<file path="src/rtl/rx_phy_pkg.sv">
// Shared RX PHY definitions: lock FSM state encoding, fill threshold, error-source bit map.
// Combinational only; no latency or backpressure.
package rx_phy_pkg;

  typedef enum logic [2:0] {
    IDLE    = 3'd0,
    HUNT    = 3'd1,
    FILL    = 3'd2,
    LOCKED  = 3'd3,
    RECOVER = 3'd4
  } rx_state_e;

  // Bit positions in the error-source vector, also read by the receiver status block.
  localparam int ERR_SRC_W      = 4;
  localparam int ERR_BIT_DECODE = 0;
  localparam int ERR_BIT_DISP   = 1;
  localparam int ERR_BIT_OVF    = 2;
  localparam int ERR_BIT_UNF    = 3;

  function automatic int fill_thresh(input int depth);
    return depth / 2;
  endfunction

endpackage

</file>
<file path="src/rtl/rx_err_monitor.sv">
// Leaky symbol-error counter: +1 per error (saturating), -1 per GOOD_RUN clean symbols.
// Registered count, 1-cycle update; counts only while en is high, no backpressure.
module rx_err_monitor #(
  parameter int ERR_LIMIT = 4,
  parameter int GOOD_RUN  = 16
) (
  input  logic                           clk,
  input  logic                           rst,
  input  logic                           clr,
  input  logic                           en,
  input  logic                           err,
  output logic [$clog2(ERR_LIMIT+1)-1:0] err_cnt,
  output logic                           limit_hit
);

  localparam int EW = $clog2(ERR_LIMIT + 1);
  localparam int GW = $clog2(GOOD_RUN + 1);

  logic [GW-1:0] good_cnt;

  always_ff @(posedge clk) begin
    if (rst || clr) begin
      err_cnt  <= '0;
      good_cnt <= '0;
    end else if (en) begin
      if (err) begin
        good_cnt <= '0;
        if (err_cnt != EW'(ERR_LIMIT)) err_cnt <= err_cnt + 1'b1;
      end else if (good_cnt == GW'(GOOD_RUN - 1)) begin
        good_cnt <= '0;
        if (err_cnt != '0) err_cnt <= err_cnt - 1'b1;
      end else begin
        good_cnt <= good_cnt + 1'b1;
      end
    end
  end

  assign limit_hit = (err_cnt == EW'(ERR_LIMIT));

endmodule

</file>
<file path="src/rtl/rx_lock_ctrl.sv">
// RX bring-up: comma hunt, elastic-buffer prime/flush, RxValid qualification, error-driven relock.
// All outputs registered (1 cycle from decision); read_enable is the only backpressure toward the buffer.
module rx_lock_ctrl
  import rx_phy_pkg::*;
#(
  parameter int BUFFER_DEPTH = 16,
  parameter int LOCK_COMMAS  = 4,
  parameter int COMMA_WINDOW = 64,
  parameter int ERR_LIMIT    = 4,
  parameter int GOOD_RUN     = 16
) (
  input  logic                           CLK,
  input  logic                           Rst,
  input  logic                           rx_enable,
  input  logic                           Comma_pulse,
  input  logic                           DecodeError,
  input  logic                           Disparity_Error,
  input  logic                           Overflow,
  input  logic                           Underflow,
  input  logic [$clog2(BUFFER_DEPTH):0]  buf_level,
  output logic                           read_enable,
  output logic                           buf_flush,
  output logic                           RxValid,
  output logic [2:0]                     lock_state,
  output logic [$clog2(ERR_LIMIT+1)-1:0] err_cnt
);

  localparam int LW = $clog2(BUFFER_DEPTH) + 1;
  localparam int WW = $clog2(COMMA_WINDOW + 1);
  localparam logic [LW-1:0] THRESH = LW'(fill_thresh(BUFFER_DEPTH));

  rx_state_e            state, state_nxt;
  logic [3:0]           comma_cnt;
  logic [WW-1:0]        win_cnt;
  logic [ERR_SRC_W-1:0] err_src;
  logic                 sym_err, buf_fault, lock_hit, limit_hit, mon_en, mon_clr;
  logic                 read_enable_nxt, rx_valid_nxt, buf_flush_nxt;

  assign err_src[ERR_BIT_DECODE] = DecodeError;
  assign err_src[ERR_BIT_DISP]   = Disparity_Error;
  assign err_src[ERR_BIT_OVF]    = Overflow;
  assign err_src[ERR_BIT_UNF]    = Underflow;

  assign sym_err   = err_src[ERR_BIT_DECODE] | err_src[ERR_BIT_DISP];
  assign buf_fault = err_src[ERR_BIT_OVF] | err_src[ERR_BIT_UNF];
  assign lock_hit  = Comma_pulse && (int'(comma_cnt) + 1 >= LOCK_COMMAS);

  always_ff @(posedge CLK) begin
    if (Rst) begin
      state       <= IDLE;
      read_enable <= 1'b0;
      RxValid     <= 1'b0;
      buf_flush   <= 1'b0;
    end else begin
      state       <= state_nxt;
      read_enable <= read_enable_nxt;
      RxValid     <= rx_valid_nxt;
      buf_flush   <= buf_flush_nxt;
    end
  end

  always_comb begin
    state_nxt = state;
    case (state)
      IDLE:    if (rx_enable) state_nxt = HUNT;
      HUNT:    if (lock_hit) state_nxt = FILL;
      FILL:    if (buf_fault) state_nxt = RECOVER;
               else if (buf_level >= THRESH) state_nxt = LOCKED;
      // A buffer fault outranks error-limit relock.
      LOCKED:  if (buf_fault) state_nxt = RECOVER;
               else if (limit_hit) state_nxt = HUNT;
      RECOVER: state_nxt = FILL;
      default: state_nxt = IDLE;
    endcase
    if (!rx_enable) state_nxt = IDLE;
  end

  always_comb begin
    read_enable_nxt = (state_nxt == LOCKED);
    rx_valid_nxt    = (state_nxt == LOCKED);
    buf_flush_nxt   = (state_nxt == RECOVER)
                   || (state == HUNT   && state_nxt == FILL)
                   || (state == LOCKED && state_nxt == HUNT)
                   || ((state == LOCKED || state == FILL) && state_nxt == IDLE);
  end

  // Window counter restarts on each comma; a comma on the expiry cycle still counts.
  always_ff @(posedge CLK) begin
    if (Rst || state != HUNT || state_nxt != HUNT) begin
      comma_cnt <= '0;
      win_cnt   <= '0;
    end else if (Comma_pulse) begin
      comma_cnt <= comma_cnt + 1'b1;
      win_cnt   <= '0;
    end else if (int'(win_cnt) + 1 >= COMMA_WINDOW) begin
      comma_cnt <= '0;
      win_cnt   <= '0;
    end else begin
      win_cnt   <= win_cnt + 1'b1;
    end
  end

  assign mon_en  = (state == LOCKED);
  assign mon_clr = (state_nxt == IDLE) || (state == LOCKED && state_nxt == HUNT);

  rx_err_monitor #(
    .ERR_LIMIT (ERR_LIMIT),
    .GOOD_RUN  (GOOD_RUN)
  ) u_err_mon (
    .clk       (CLK),
    .rst       (Rst),
    .clr       (mon_clr),
    .en        (mon_en),
    .err       (sym_err),
    .err_cnt   (err_cnt),
    .limit_hit (limit_hit)
  );

  assign lock_state = state;

endmodule

</file>
<file path="config.mk">
export PLATFORM = sky130hd
export DESIGN_NAME = rx_lock_ctrl
export DESIGN_NICKNAME = d
export VERILOG_FILES = /design/src/rtl/rx_phy_pkg.sv /design/src/rtl/rx_err_monitor.sv /design/src/rtl/rx_lock_ctrl.sv
export SDC_FILE = /design/constraint.sdc
export NUM_CORES = 1
export LEC_CHECK = 0
export ABC_AREA = 0
export BUFFER_PORTS_ARGS = -buffer_cell sky130_fd_sc_hd__buf_2
export CORE_MARGIN = 2
export CORE_UTILIZATION = 40
export DETAILED_ROUTE_END_ITERATION = 8
export GPL_ROUTABILITY_DRIVEN = 0
export PLACE_DENSITY = 0.72
export SYNTH_ARGS = -nofsm -noshare
export SYNTH_HDL_FRONTEND = slang
export SYNTH_HIERARCHICAL = 1
export SYNTH_SLANG_ARGS = --single-unit
</file>
<file path="constraint.sdc">
create_clock -name CLK -period 1.55 [get_ports CLK]
set_input_delay 0.155 -clock CLK [delete_from_list [all_inputs] [get_ports CLK]]
set_output_delay 0.155 -clock CLK [all_outputs]
set_load 0.01 [all_outputs]
</file>
==> reports/metrics.yaml <==
outcome:
  outcome: "finished, final reports clean"
setup_path:
  slowest_stage: "or3_4"
  setup.worst_path.start: "u_err_mon/good_cnt[0]$_SDFFE_PP0P_"
  crit_chain: "ha_1 -> and4b_2 -> o221ai_4 -> or3_4 -> a21oi_2"
  critPathRequiredTime_ns: 1.82
  reg2reg_from: "u_err_mon/good_cnt[0]$_SDFFE_PP0P_"
  worst_r2r_endpoint: "u_err_mon/err_cnt[2]$_SDFFE_PP0P_"
  critical_path_class: "register to register"
  start_kind: "register"
  cp-end-kind: "register"
  cpPeakStageDelay_ns: 0.38
  crit_end: "u_err_mon/err_cnt[2]$_SDFFE_PP0P_"
  r2r_setup_slack_ns: 0.01
  worst_ep_arrival_time_ns: 1.81
  cp_max_fo: 4
  rr_worst_depth: 5
placement:
  dp_hpwl_microns: 1850
  place_area_sq_um: 1451
  placedCellCount: 204
  port_buffers: 18
layout:
  drive_gt1_frac: 0.4277
  nFillCells: 294
  finalNonFillerCells: 210
  diodes: 0
  area_growth_pct: 25.55
  register_area_sq_um: 490.5
  multiInputGateArea_sq_um: 849.6
  final_cell_area_sq_um: 1635
  finalNetCount: 185
detailed_routing:
  drt-wirelength-per-cell_microns: 12.65
  drt_iter0_drc: 88
  dr.pass1.iters: 4
  num_vias: 1072
  ant_nets: 0
  drc: 0
  routed_wl_microns: 2657
  viasPerCell: 5.105
sta:
  clock_skew_ns: 0.01203
  final-setup-viol-count: 0
  final_hold_viol_count: 0
  maxSlewViolCount: 0
  fin_crit_sh: 0.9927
  setup_tns_ns: 0
  max_clock_freq_mhz: 649.9
  rsz0062_at_grt: "true"
  period_needed_ns: 1.539
clocking:
  clk_latency_ns: 0.33
  cts-root-buf: "clkbuf_4"
  cts.path.max_buffers: 2
  path_clk_slew_ns: 0.14
  numCtsBuffers: 3
  clock_sinks: 24
  cts_tree: "built"
  htreeDepth: 1
logic_synthesis:
  synth_top_area_frac: 0.3689
  postSynth.asyncResetShare: 0
  synthAdderAreaFrac: 0.05379
  ys_ff_latch: 24
  synth_area_per_cell_sq_um: 9.304
  synth_top_area_cell: "dfxtp_1"
  synth_warnings: 6
  synth-compound-area-share: 0.1575
  synth_fp_nets: 158
  seq_area_frac_synth: 0.3689
  synthXorXnorAreaFrac: 0.05283
  synth_area_sq_um: 1302
  synth-simple-area-share: 0.2959
  synthMuxAreaShare: 0.007685
  synth.distinct_cells: 51
  synth_ff_type: "dfxtp_1"
  synth_top_family_by_area: "simple AND/OR/NAND/NOR gates"
  synth-edff-count: 0
  yosys-top-cells-area: "dfxtp_1 37%, nor2_1 4.6%, ha_1 3.8%, a21oi_1 2.7%, xor2_1 2.7%"
  synthCells: 140
global_route:
  grt_use_total: 0.1493
  grt_overflow: 0
  grt_pass1_wl_microns: 4229
  grt_max_degree: 15
  antenna_found_initial: 0
  grt_pass1_vias: 1028
run:
  drv_cap: 0
min_path:
  hp-class: "input port to register"
  holdPathStages: 2
floorplanning:
  die-area_sq_um: 3729
  die_h_microns: 61.07
  core_region_area_sq_um: 3078
  ios: 22
  fp-row-count: 20
  start_util: 0.4232
  die_x_microns: 61.07
power_and_ir_drop:
  p_per_area_nw_per_um2: 708.9
  leakagePower_uw: 0.0006161
  peakVddDrop_mv: 0.2946
[per-layer routing]
metal / part of all wire / track usage / wire length (microns) / vias to the layer above
met5: 0 / 0 / 0 / -
met4: 0.016 / 0.06522 / 42 / 0
met3: 0.035 / 0.02521 / 94 / 5
met2: 0.52 / 0.2599 / 1383 / 17
met1: 0.43 / 0.1803 / 1137 / 506
li1: - / - / - / 544
[critical path, delay by kind of cell (launching register included)]
kind / cells / cell delay [ns]
and+or+nand+nor: 2 / 0.69
DFF: 1 / 0.36
AOI/OAI and AO/OA: 2 / 0.25
adders and majority gates: 1 / 0.18
[cells in the final DEF, fill, tap and decap left out, types with 2 or more instances in the layout]
cell type	n
a21oi_1	6
xnor2_1	2
nor3_2	3
buf_4	9
xor2_1	4
nand2b_1	3
nor3_1	2
nor2_1	14
and3_4	2
dfxtp_2	8
o311a_1	2
o21ai_0	4
buf_2	18
nor2_2	3
a31oi_1	2
ha_1	3
nand3_1	5
a21oi_2	2
clkbuf_4	3
nand4_1	2
nor2b_1	2
nand2_1	8
dfxtp_1	16
a311oi_4	2
inv_1	8
or2_2	2
[cell families after synthesis]
family | Yosys count
mux | 1
flops | 24
buf+inv | 13
simple gates | 63
compound gates | 26
xor+xnor | 7
fa+ha+maj | 5
other cells | 1
[sequential cells by signal (all words and copies together) (netlist names)]
register	cells
win_cnt	7
RxValid	1
buf_flush	1
lock_state	3
u_err_mon/err_cnt	3
u_err_mon/good_cnt	5
comma_cnt	4
[worst min path at each step]
| stage | from | slack, ns | to |
|---|---|---|---|
| finish | Rst | 0.01 | lock_state[1]$_SDFF_PP0_ |
| global route | Rst | 0.02 | lock_state[1]$_SDFF_PP0_ |
| CTS | Rst | 0.02 | lock_state[1]$_SDFF_PP0_ |
| detailed placement | Rst | 0.37 | lock_state[1]$_SDFF_PP0_ |
| global placement | Rst | 0.37 | lock_state[1]$_SDFF_PP0_ |
| floorplan | Rst | 0.22 | lock_state[1]$_SDFF_PP0_ |
[final cells by class]
class | count | area share
Clock inverter | 1 | 0.01836
Tap cell | 44 | 0.03366
Clock buffer | 3 | 0.01377
Multi-Input combinational cell | 103 | 0.5195
Sequential cell | 24 | 0.2999
Inverter | 8 | 0.01836
Timing Repair Buffer | 27 | 0.09640
[cells in the mapped netlist (all sizes together), types with 2 or more instances]
master,number
nor2,17
dfxtp,24
o311a,2
nand2,8
nor3b,2
inv,8
ha,4
nor3,5
or2,3
a31oi,2
or4b,2
o21ai,6
buf,4
a311oi,2
xnor2,2
xor2,5
nand3,5
nor2b,2
nor4,2
nand2b,4
a21oi,8
a211oi,2
and3,4
nand4,2
[metrics by stage]
stage | power (uW) | setup WS (ns) | hold WS (ns) | util
6_report | 1159 | 0.01127 | 0.01158 | 0.5313
5_1_grt | 1196 | -0.03197 | 0.01740 | 0.5313
4_1_cts | 1156 | 0.0001102 | 0.02111 | 0.4915
3_5_place_dp | 707.4 | -0.01347 | 0.3701 | 0.4715
3_3_place_gp | 705.1 | 0.02691 | 0.3706 | 0.4715
2_1_floorplan | 684.2 | 0.07354 | 0.2245 | -
[timing repair]
| item | in CTS | in global routing |
|---|---|---|
| hold buffers | 0 | 0 |
| resized for setup | 2 | 25 |
| buffers inserted | 0 | 2 |
| endpoints found under the hold margin | 0 | 0 |
| pin swaps | 1 | 9 |
| setup endpoints to repair | 9 | 18 |
[power breakdown]
group	internal [uW]	switching, uW
combinational	33.3	41.1
sequential	622	6.57
clock	262	195
total	917	242
(Power assumes the default switching activity.)
